[src/rtl/data_bank_ctrl_pkg.sv]
// Shared types and constants for the activation-bank sequencer.
// Requester indices double as bit positions in the arbiter request/grant vectors.
package data_bank_ctrl_pkg;

    localparam int DATA_WIDTH_DEF = 32;
    localparam int NUM_REGS_DEF   = 4;

    localparam int REQ_HOST   = 0;
    localparam int REQ_LAYER  = 1;
    localparam int REQ_STREAM = 2;

    typedef enum logic [1:0] {
        ST_IDLE     = 2'd0,
        ST_HOST_WR  = 2'd1,
        ST_LAYER_WR = 2'd2,
        ST_STREAM   = 2'd3
    } state_e;

    // Successor in the host -> layer -> stream ring.
    function automatic logic [1:0] rr_next(input logic [1:0] idx);
        return (idx >= 2'd2) ? 2'd0 : idx + 2'd1;
    endfunction

endpackage

[src/rtl/data_bank_ctrl_rr_arbiter3.sv]
// Three-way round-robin arbiter: one-hot grant, combinational from req and pointer.
// Pointer moves past the winner only on edges where upd_en_i is high.
module rr_arbiter3
    import data_bank_ctrl_pkg::*;
(
    input  logic       clk,
    input  logic       rst_n,
    input  logic [2:0] req_i,
    input  logic       upd_en_i,
    output logic [2:0] gnt_o
);

    logic [1:0] ptr_q;
    logic [1:0] ptr_d;
    logic [1:0] p0;
    logic [1:0] p1;
    logic [1:0] p2;

    always_comb begin
        p0    = ptr_q;
        p1    = rr_next(p0);
        p2    = rr_next(p1);
        gnt_o = '0;
        ptr_d = ptr_q;
        if (req_i[p0]) begin
            gnt_o[p0] = 1'b1;
            ptr_d     = p1;
        end else if (req_i[p1]) begin
            gnt_o[p1] = 1'b1;
            ptr_d     = p2;
        end else if (req_i[p2]) begin
            gnt_o[p2] = 1'b1;
            ptr_d     = p0;
        end
    end

    always_ff @(posedge clk or negedge rst_n) begin
        if (!rst_n) begin
            ptr_q <= 2'(REQ_HOST);
        end else if (upd_en_i && (|gnt_o)) begin
            ptr_q <= ptr_d;
        end
    end

endmodule

[src/rtl/data_bank_ctrl.sv]
// Arbitrates host single-word writes, layer four-word writes and readout streaming
// over a 4x32 register bank; strobes are registered one-cycle pulses.
module data_bank_ctrl
    import data_bank_ctrl_pkg::*;
#(
    parameter int DATA_WIDTH = DATA_WIDTH_DEF,
    parameter int NUM_REGS   = NUM_REGS_DEF
) (
    input  logic                  clk,
    input  logic                  rst_n,
    input  logic                  host_valid,
    output logic                  host_ready,
    input  logic [1:0]            host_addr,
    input  logic [DATA_WIDTH-1:0] host_data,
    input  logic                  layer_valid,
    output logic                  layer_ready,
    input  logic [DATA_WIDTH-1:0] layer_data0,
    input  logic [DATA_WIDTH-1:0] layer_data1,
    input  logic [DATA_WIDTH-1:0] layer_data2,
    input  logic [DATA_WIDTH-1:0] layer_data3,
    input  logic                  stream_req,
    output logic                  out_valid,
    input  logic                  out_ready,
    output logic [DATA_WIDTH-1:0] out_data,
    output logic                  out_last,
    output logic                  stream_done,
    output logic [DATA_WIDTH-1:0] bank_data_in,
    output logic [1:0]            bank_address,
    output logic                  bank_write_address,
    output logic                  bank_write_all,
    output logic [DATA_WIDTH-1:0] bank_in0,
    output logic [DATA_WIDTH-1:0] bank_in1,
    output logic [DATA_WIDTH-1:0] bank_in2,
    output logic [DATA_WIDTH-1:0] bank_in3,
    input  logic [DATA_WIDTH-1:0] bank_out0,
    input  logic [DATA_WIDTH-1:0] bank_out1,
    input  logic [DATA_WIDTH-1:0] bank_out2,
    input  logic [DATA_WIDTH-1:0] bank_out3,
    output logic                  busy
);

    localparam logic [1:0] LAST_IDX = 2'(NUM_REGS - 1);

    state_e                state_q;
    logic [1:0]            idx_q;
    logic                  stream_done_q;
    logic                  wr_addr_q;
    logic                  wr_all_q;
    logic [1:0]            addr_q;
    logic [DATA_WIDTH-1:0] data_in_q;
    logic [DATA_WIDTH-1:0] in0_q;
    logic [DATA_WIDTH-1:0] in1_q;
    logic [DATA_WIDTH-1:0] in2_q;
    logic [DATA_WIDTH-1:0] in3_q;

    logic [2:0]            req;
    logic [2:0]            gnt;
    logic                  idle;
    logic [DATA_WIDTH-1:0] stream_word;

    assign idle            = (state_q == ST_IDLE);
    assign req[REQ_HOST]   = host_valid;
    assign req[REQ_LAYER]  = layer_valid;
    assign req[REQ_STREAM] = stream_req;

    rr_arbiter3 u_arb (
        .clk      (clk),
        .rst_n    (rst_n),
        .req_i    (req),
        .upd_en_i (idle),
        .gnt_o    (gnt)
    );

    // Readies are gated by rst_n so they drop the instant reset asserts.
    assign host_ready  = rst_n && idle && gnt[REQ_HOST];
    assign layer_ready = rst_n && idle && gnt[REQ_LAYER];

    always_comb begin
        stream_word = bank_out0;
        case (idx_q)
            2'd1:    stream_word = bank_out1;
            2'd2:    stream_word = bank_out2;
            2'd3:    stream_word = bank_out3;
            default: stream_word = bank_out0;
        endcase
    end

    assign out_valid          = (state_q == ST_STREAM);
    assign out_data           = out_valid ? stream_word : '0;
    assign out_last           = out_valid && (idx_q == LAST_IDX);
    assign stream_done        = stream_done_q;
    assign busy               = !idle;
    assign bank_write_address = wr_addr_q;
    assign bank_write_all     = wr_all_q;
    assign bank_address       = addr_q;
    assign bank_data_in       = data_in_q;
    assign bank_in0           = in0_q;
    assign bank_in1           = in1_q;
    assign bank_in2           = in2_q;
    assign bank_in3           = in3_q;

    always_ff @(posedge clk or negedge rst_n) begin
        if (!rst_n) begin
            state_q       <= ST_IDLE;
            idx_q         <= '0;
            stream_done_q <= 1'b0;
            wr_addr_q     <= 1'b0;
            wr_all_q      <= 1'b0;
            addr_q        <= '0;
            data_in_q     <= '0;
            in0_q         <= '0;
            in1_q         <= '0;
            in2_q         <= '0;
            in3_q         <= '0;
        end else begin
            stream_done_q <= 1'b0;
            wr_addr_q     <= 1'b0;
            wr_all_q      <= 1'b0;
            case (state_q)
                ST_IDLE: begin
                    if (gnt[REQ_HOST]) begin
                        addr_q    <= host_addr;
                        data_in_q <= host_data;
                        wr_addr_q <= 1'b1;
                        state_q   <= ST_HOST_WR;
                    end else if (gnt[REQ_LAYER]) begin
                        in0_q    <= layer_data0;
                        in1_q    <= layer_data1;
                        in2_q    <= layer_data2;
                        in3_q    <= layer_data3;
                        wr_all_q <= 1'b1;
                        state_q  <= ST_LAYER_WR;
                    end else if (gnt[REQ_STREAM]) begin
                        idx_q   <= '0;
                        state_q <= ST_STREAM;
                    end
                end
                ST_HOST_WR, ST_LAYER_WR: begin
                    state_q <= ST_IDLE;
                end
                ST_STREAM: begin
                    if (out_ready) begin
                        if (idx_q == LAST_IDX) begin
                            idx_q         <= '0;
                            stream_done_q <= 1'b1;
                            state_q       <= ST_IDLE;
                        end else begin
                            idx_q <= idx_q + 2'd1;
                        end
                    end
                end
                default: state_q <= ST_IDLE;
            endcase
        end
    end

endmodule

[config.mk]
export PLATFORM = sky130hd
export DESIGN_NAME = data_bank_ctrl
export DESIGN_NICKNAME = d
export VERILOG_FILES = /design/src/rtl/data_bank_ctrl_pkg.sv /design/src/rtl/data_bank_ctrl_rr_arbiter3.sv /design/src/rtl/data_bank_ctrl.sv
export SDC_FILE = /design/constraint.sdc
export NUM_CORES = 1
export LEC_CHECK = 0
export CORE_AREA = 2 2 191 193
export DETAILED_ROUTE_END_ITERATION = 10
export DIE_AREA = 0 0 193 195
export DONT_BUFFER_PORTS = 1
export PLACE_DENSITY_LB_ADDON = 0.1
export SYNTH_ARGS = -nofsm -noshare
export SYNTH_HDL_FRONTEND = slang
export SYNTH_HIERARCHICAL = 1
export SYNTH_SLANG_ARGS = --single-unit
[constraint.sdc]
create_clock -name clk -period 2 [get_ports clk]
set_input_delay 0.4 -clock clk [delete_from_list [all_inputs] [get_ports clk]]
set_output_delay 0.4 -clock clk [all_outputs]
set_load 0.02 [all_outputs]
# [Word-level counts from Yosys, hierarchy flattened]
# Cells that the tools add are included.
[classes] add_sub_neg=3 magnitude_cmp=8 n_eq_ne=12 mux=41 n_bitwise=1 n_reduce_logical=19
[ops] operator="case mux 32 bit (3 select lines)" n=1
[ops] operator="2-to-1 mux 32 bit" n=1
[ops] operator="2-to-1 mux 2 bit" n=14
[ops] operator="2-to-1 mux 1 bit" n=14
[ops] operator="< comparator 2 x 3 -> 1 bit, second input constant" n=3
[ops] operator="2-to-1 mux 3 bit" n=3
[ops] operator="equality test 2 bit, second input constant" n=4
[ops] operator="logical AND 1 bit" n=8
[ops] operator="adder 2 x 1 -> 2 bit, second input constant" n=3
[ops] operator="binary-select mux 1 bit (select 2 bit)" n=3
[ops] operator="demux 1 bit (select 2 bit)" n=3
[ops] operator="greater-or-equal comparator 2 x 1 -> 1 bit, second input constant" n=3
[ops] operator="!= test 2 bit, second input constant" n=3
[ops] operator="case mux 2 bit (3 select lines)" n=1
[ops] operator="AND reduction 3 bit" n=2
[ops] operator="AND reduction 5 bit" n=1
[ops] operator="equality test 2 x 1 -> 1 bit, second input constant" n=2
[ops] operator="greater-or-equal comparator 2 bit, second input constant" n=2
[ops] operator="!= test 2 x 1 -> 1 bit, second input constant" n=2
[ops] operator="!= test 4 bit, second input constant" n=1
[ops] operator="case mux 2 bit (2 select lines)" n=1
[ops] operator="AND reduction 2 bit" n=2
[ops] operator="nonzero test 2 bit" n=2
[ops] operator="OR reduction 3 bit" n=1
[ops] operator="other kinds (4)" n=4
[word_totals] reg_bits=171 input_bits=296 elab_cells=96

# [Depth between registers and ports, before layout]
[depth] ltp_word=15 ltp_mapped=8 mapped_depth_nobuf=6

# [Cells and area by module]
# Netlist, hierarchy kept.
[by_module_without_submodules] module="data_bank_ctrl" n_inst=1 cells_per_inst=497 area_each_um2=7641.1 seq_area_each_um2=4229.1
[by_module_without_submodules] module="rr_arbiter3" n_inst=1 cells_per_inst=21 area_each_um2=163.9 seq_area_each_um2=50.0

# [Least setup slack after synthesis]
# Ideal clock, no wire load.
[synth_timing] path_type="reg2out" from="register idx_q[0]" to="output out_data[10]" arrival_time_ns=1.553 path_slack_ns=0.047 path_stages_with_launch=6 path_buffers=2 cell_sequence="dfrtp_1 -> ha_1 -> clkbuf_1 -> clkbuf_1 -> a222oi_1 -> a21oi_1"
[synth_via] elab_chain_cells=3 elab_cells_between_ends=5
[synth_rtl] element="start, declared" line_no="data_bank_ctrl.sv:45" source="logic [1:0] idx_q;"
[synth_rtl] element="start signal, assigned" line_no="data_bank_ctrl.sv:148" source="idx_q <= idx_q + 2'd1;"
[synth_rtl] element="equality test 2 bit or equality test 2 x 1 -> 1 bit (tied branches)" line_no="data_bank_ctrl.sv:80" source="case (idx_q)"
[synth_rtl] element="case mux 32 bit (3 select lines) (*)" line_no="data_bank_ctrl.sv:80"
[synth_rtl] element="2-to-1 mux 32 bit (*)" line_no="data_bank_ctrl.sv:89" source="assign out_data = out_valid ? stream_word : '0;"
[synth_rtl] element="end, declared" line_no="data_bank_ctrl.sv:24" source="output logic [DATA_WIDTH-1:0] out_data,"
# Mark *: on every way between the ends. The rest lies on a longest branch, timed or not.

# [Worst setup path after layout]
[layout_timing] from="register idx_q[1]" to="output out_data[13]"
# The elaborated chain is that of the path after synthesis.

==> results.py <==
metrics = {
    "run_status": {
        "status": "finished with violations",
        "violated_checks": "hold timing, setup timing",
    },
    "clock_network": {
        "cts.root.buffer_cell": "clkbuf_16",
        "ctsLongestPathBuffers": 2,
        "postCtsHoldBufs": 1,
        "htreeDepth": 4,
        "clk-insertion-delay-late_ns": 0.44,
        "tritoncts.num_buffers": 17,
        "path_clk_slew_ns": 0.07,
        "cts_sinks": 171,
        "clock_tree_from_tritoncts": "yes",
    },
    "floorplan": {
        "initial_core_util_pct": 22.05,
        "floorplan.die.height_um": 195,
        "placeableCoreArea_um2": 35400,
        "row_cnt": 69,
        "boundaryPins": 498,
        "design.die.area_um2": 37640,
        "die-width_um": 193,
    },
    "critical_path": {
        "r2r_start": "u_arb/p0[1]",
        "critical_path_cell_list": "ha_4 > buf_12 > clkbuf_16 > a222oi_1 > a21oi_1 > buf_4",
        "timing.critical_path.fanout_max": 10,
        "critical_path_buf_inv_count": 3,
        "cpPeakStageDelay_ns": 0.46,
        "critical_path.top_delay_family": "compound AO/OA/AOI/OAI gates",
        "path_class": "register to output pin",
        "worst_ep_arrival_time_ns": 2.10,
        "worstSetupStartpointType": "register",
        "reg2reg_slack_ns": -0.24,
        "timing.critical_path.slowest_stage_cell": "dfrtp_2",
        "timing.reg2reg.worst_path_depth": 11,
        "critical_path.endpoint_type": "output pin",
        "rr_endpoint": "bank_in2[8]",
        "cp.required_ns": 1.60,
    },
    "layout": {
        "nFillCells": 3526,
        "post_route_cells_drive_above_1_share_pct": 57.23,
        "layout.cells.most_common": "dfrtp_1",
        "final_nets": 930,
        "syn_to_final_growth_pct": 40.67,
        "mostFrequentLayoutCells": "dfrtp_1 (169), mux2_4 (162), buf_4 (40)",
        "layoutNonFillerInstCount": 1111,
    },
    "timing": {
        "minimum_period_implied_by_the_final_worst_setup_slack_ns": 2.496,
        "final.period_utilization_pct": 124.8,
        "hold_viol": 171,
        "slew-limit-headroom_pct": 71.80,
        "timing.final.max_slew_violations": 0,
        "hold_ws_ns": -0.3484,
        "worst_clock_skew_ns": 0.01349,
        "timing.final.setup_violations": 197,
        "grt_setup_unrepaired": "yes",
        "worst_slew_pin_slew_ns": 0.4230,
        "layout_setup_ws_ns": -0.4956,
        "max_freq_ghz": 0.4007,
    },
    "job": {
        "max_cap_viol_count": 0,
    },
    "pwr": {
        "power.switching_mw": 8.162,
        "worst_ir_drop_vdd_mv": 0.7127,
        "combinationalPowerShare_pct": 40.1,
        "power.internal_mw": 12.52,
        "switching_share_pct": 39.47,
        "cellLeakagePower_nw": 4.736,
        "share_seq_of_total_power_pct": 42.9,
        "power_per_cell_area_nw_per_um2": 1884,
        "clkPwrFrac_pct": 17.0,
    },
    "route": {
        "route.met2.wl_um": 15880,
        "wl_met3_um": 2727,
        "wl_per_cell_um": 26.96,
        "finalWirelength_um": 29960,
        "routed_length_on_met1_um": 9963,
        "num_vias": 5172,
        "count_of_unresolved_drc_violations_after_routing": 0,
        "dr.pass1.iters": 7,
        "dr.max_layer_used": "met4",
        "final_antenna_net_count": 0,
        "via_cell_ratio": 4.655,
        "detailedRoute.firstIterationViolations": 283,
    },
    "synthesis": {
        "synth.avg_cell_area_um2": 15.07,
        "yosysSeqAreaShare_pct": 54.83,
        "synth.lib_cells_used.distinct": 33,
        "synth.cell_area_um2": 7805,
        "number_of_nets_produced_by_synthesis": 818,
        "yosys_warnings": 6,
        "postSynthCellCount": 518,
        "postSynthRegisterBits": 171,
    },
    "global_route": {
        "grt_usage_pct": 14.53,
        "grt_antenna_before_repair": 7,
        "grt_first_pass_wirelength_um": 39430,
        "first_global_vias": 5703,
        "congestion_overflow_gr": 0,
        "pin_count_of_the_biggest_net_entering_global_routing": 174,
    },
    "placed_design": {
        "post-dp-hpwl_um": 20620,
        "place.detailed.instances": 1013,
        "routability_congestion_estimate_from_global_placement": 0.8950,
        "setup_slack_after_placement_ns": -0.1996,
        "port-buffer-count": 0,
    },
    "min_path": {
        "hold_path.class": "input pin to async pin",
    },
}
[final cells by class]
| type | instances | area (um^2) | area share (%) |
|---|---|---|---|
| diodes | 7 | 17.52 | 0.1595 |
| clock buffers | 17 | 425.4 | 3.875 |
| clock inverters | 15 | 188.9 | 1.721 |
| inverters | 6 | 27.53 | 0.2507 |
| multi-input cells | 303 | 3556 | 32.39 |
| flip-flops and latches | 171 | 4282 | 39.00 |
| well taps | 461 | 576.8 | 5.254 |
| repair buffers | 131 | 1906 | 17.36 |
[power groups by stage]
stage	registers, mW	logic, mW	clock network [mW]
5_1_grt	9.09	8.74	3.77
2_1_floorplan	8.25	4.27	0
6_report	8.87	8.30	3.51
3_3_place_gp	8.97	5.31	0
3_5_place_dp	8.90	5.45	0
4_1_cts	8.89	7.27	3.62
[flip-flops by register name, indices dropped and copies added (netlist names)]
register,count
bank_in1,32
stream_done,1
bank_in2,32
state_q,2
bank_data_in,32
bank_write_all,1
u_arb/p0,2
bank_in0,32
bank_in3,32
bank_write_address,1
bank_address,2
idx_q,2
[timing repair]
item / CTS / global route
pin swaps: 11 / 26
gates cloned: 16 / 11
endpoints found under the setup margin: 172 / 197
hold endpoints to repair: 172 / 171
setup buffers: 36 / 12
gates resized for setup: 121 / 112
[synth_stat cells (all sizes together)]
master,n,area (um^2)
dfrtp,171,4279
a222oi,32,320.3
o22ai,1,6.260
nor2,2,10.01
a31o,1,8.760
and2b,1,10.01
buf,20,305.3
and3,5,31.28
clkbuf,18,67.56
nand2,8,30.03
or3,1,6.260
nor3,1,10.01
mux2,162,2200
a21o,2,15.01
clkinv,1,3.750
nand2b,1,6.260
inv,5,18.77
a21oi,36,180.2
nand3,1,5.000
and2,4,27.53
ha,4,50.05
o21ai,36,180.2
nor2b,3,21.27
a31oi,2,12.51
[per-layer routing]
layer  global-route usage (%)  vias to the layer above
met5                        0                        -
met3                    4.619                       59
met1                    13.75                     2599
met4                    7.800                        0
li1                         -                     2164
met2                    27.40                      350
[stage by stage]
step | area (um^2) | total power, mW | TNS (ns) | hold slack, ns | util (%)
finish | 10980 | 20.68 | -39.17 | -0.3484 | 31.02
floorplan | 7805 | 12.52 | 0 | 0.1044 | -
CTS | 10560 | 19.79 | -36.74 | -0.3878 | 29.83
global placement | 8750 | 14.29 | -3.769 | 0.1105 | 24.72
global route | 10980 | 21.60 | -57.16 | -0.3924 | 31.02
detailed placement | 8750 | 14.36 | -7.290 | 0.1087 | 24.72
[cell families after synthesis]
kind of cell             count (synthesis)  synth area share (%)
flip-flops                             171                 54.83
AO/OA/AOI/OAI                          110                 9.266
multiplexers                           162                 28.18
adder cells (fa/ha/maj)                  4                0.6413
AND/OR/NAND/NOR                         27                 2.020
buffers and inverters                   44                 5.066
[worst max path at each step]
| stage | slack (ns) | depth (start not counted) | to | start |
|---|---|---|---|---|
| finish | -0.50 | 6 | out_data[13] | idx_q[1] |
| global route | -0.58 | 6 | out_data[11] | idx_q[1] |
| CTS | -0.54 | 8 | out_data[2] | idx_q[0] |
| detailed placement | -0.20 | 9 | out_data[15] | idx_q[0] |
| global placement | -0.18 | 9 | out_data[15] | idx_q[0] |
| floorplan | 0.05 | 5 | out_data[10] | idx_q[0] |
(Power assumes the default switching activity.)
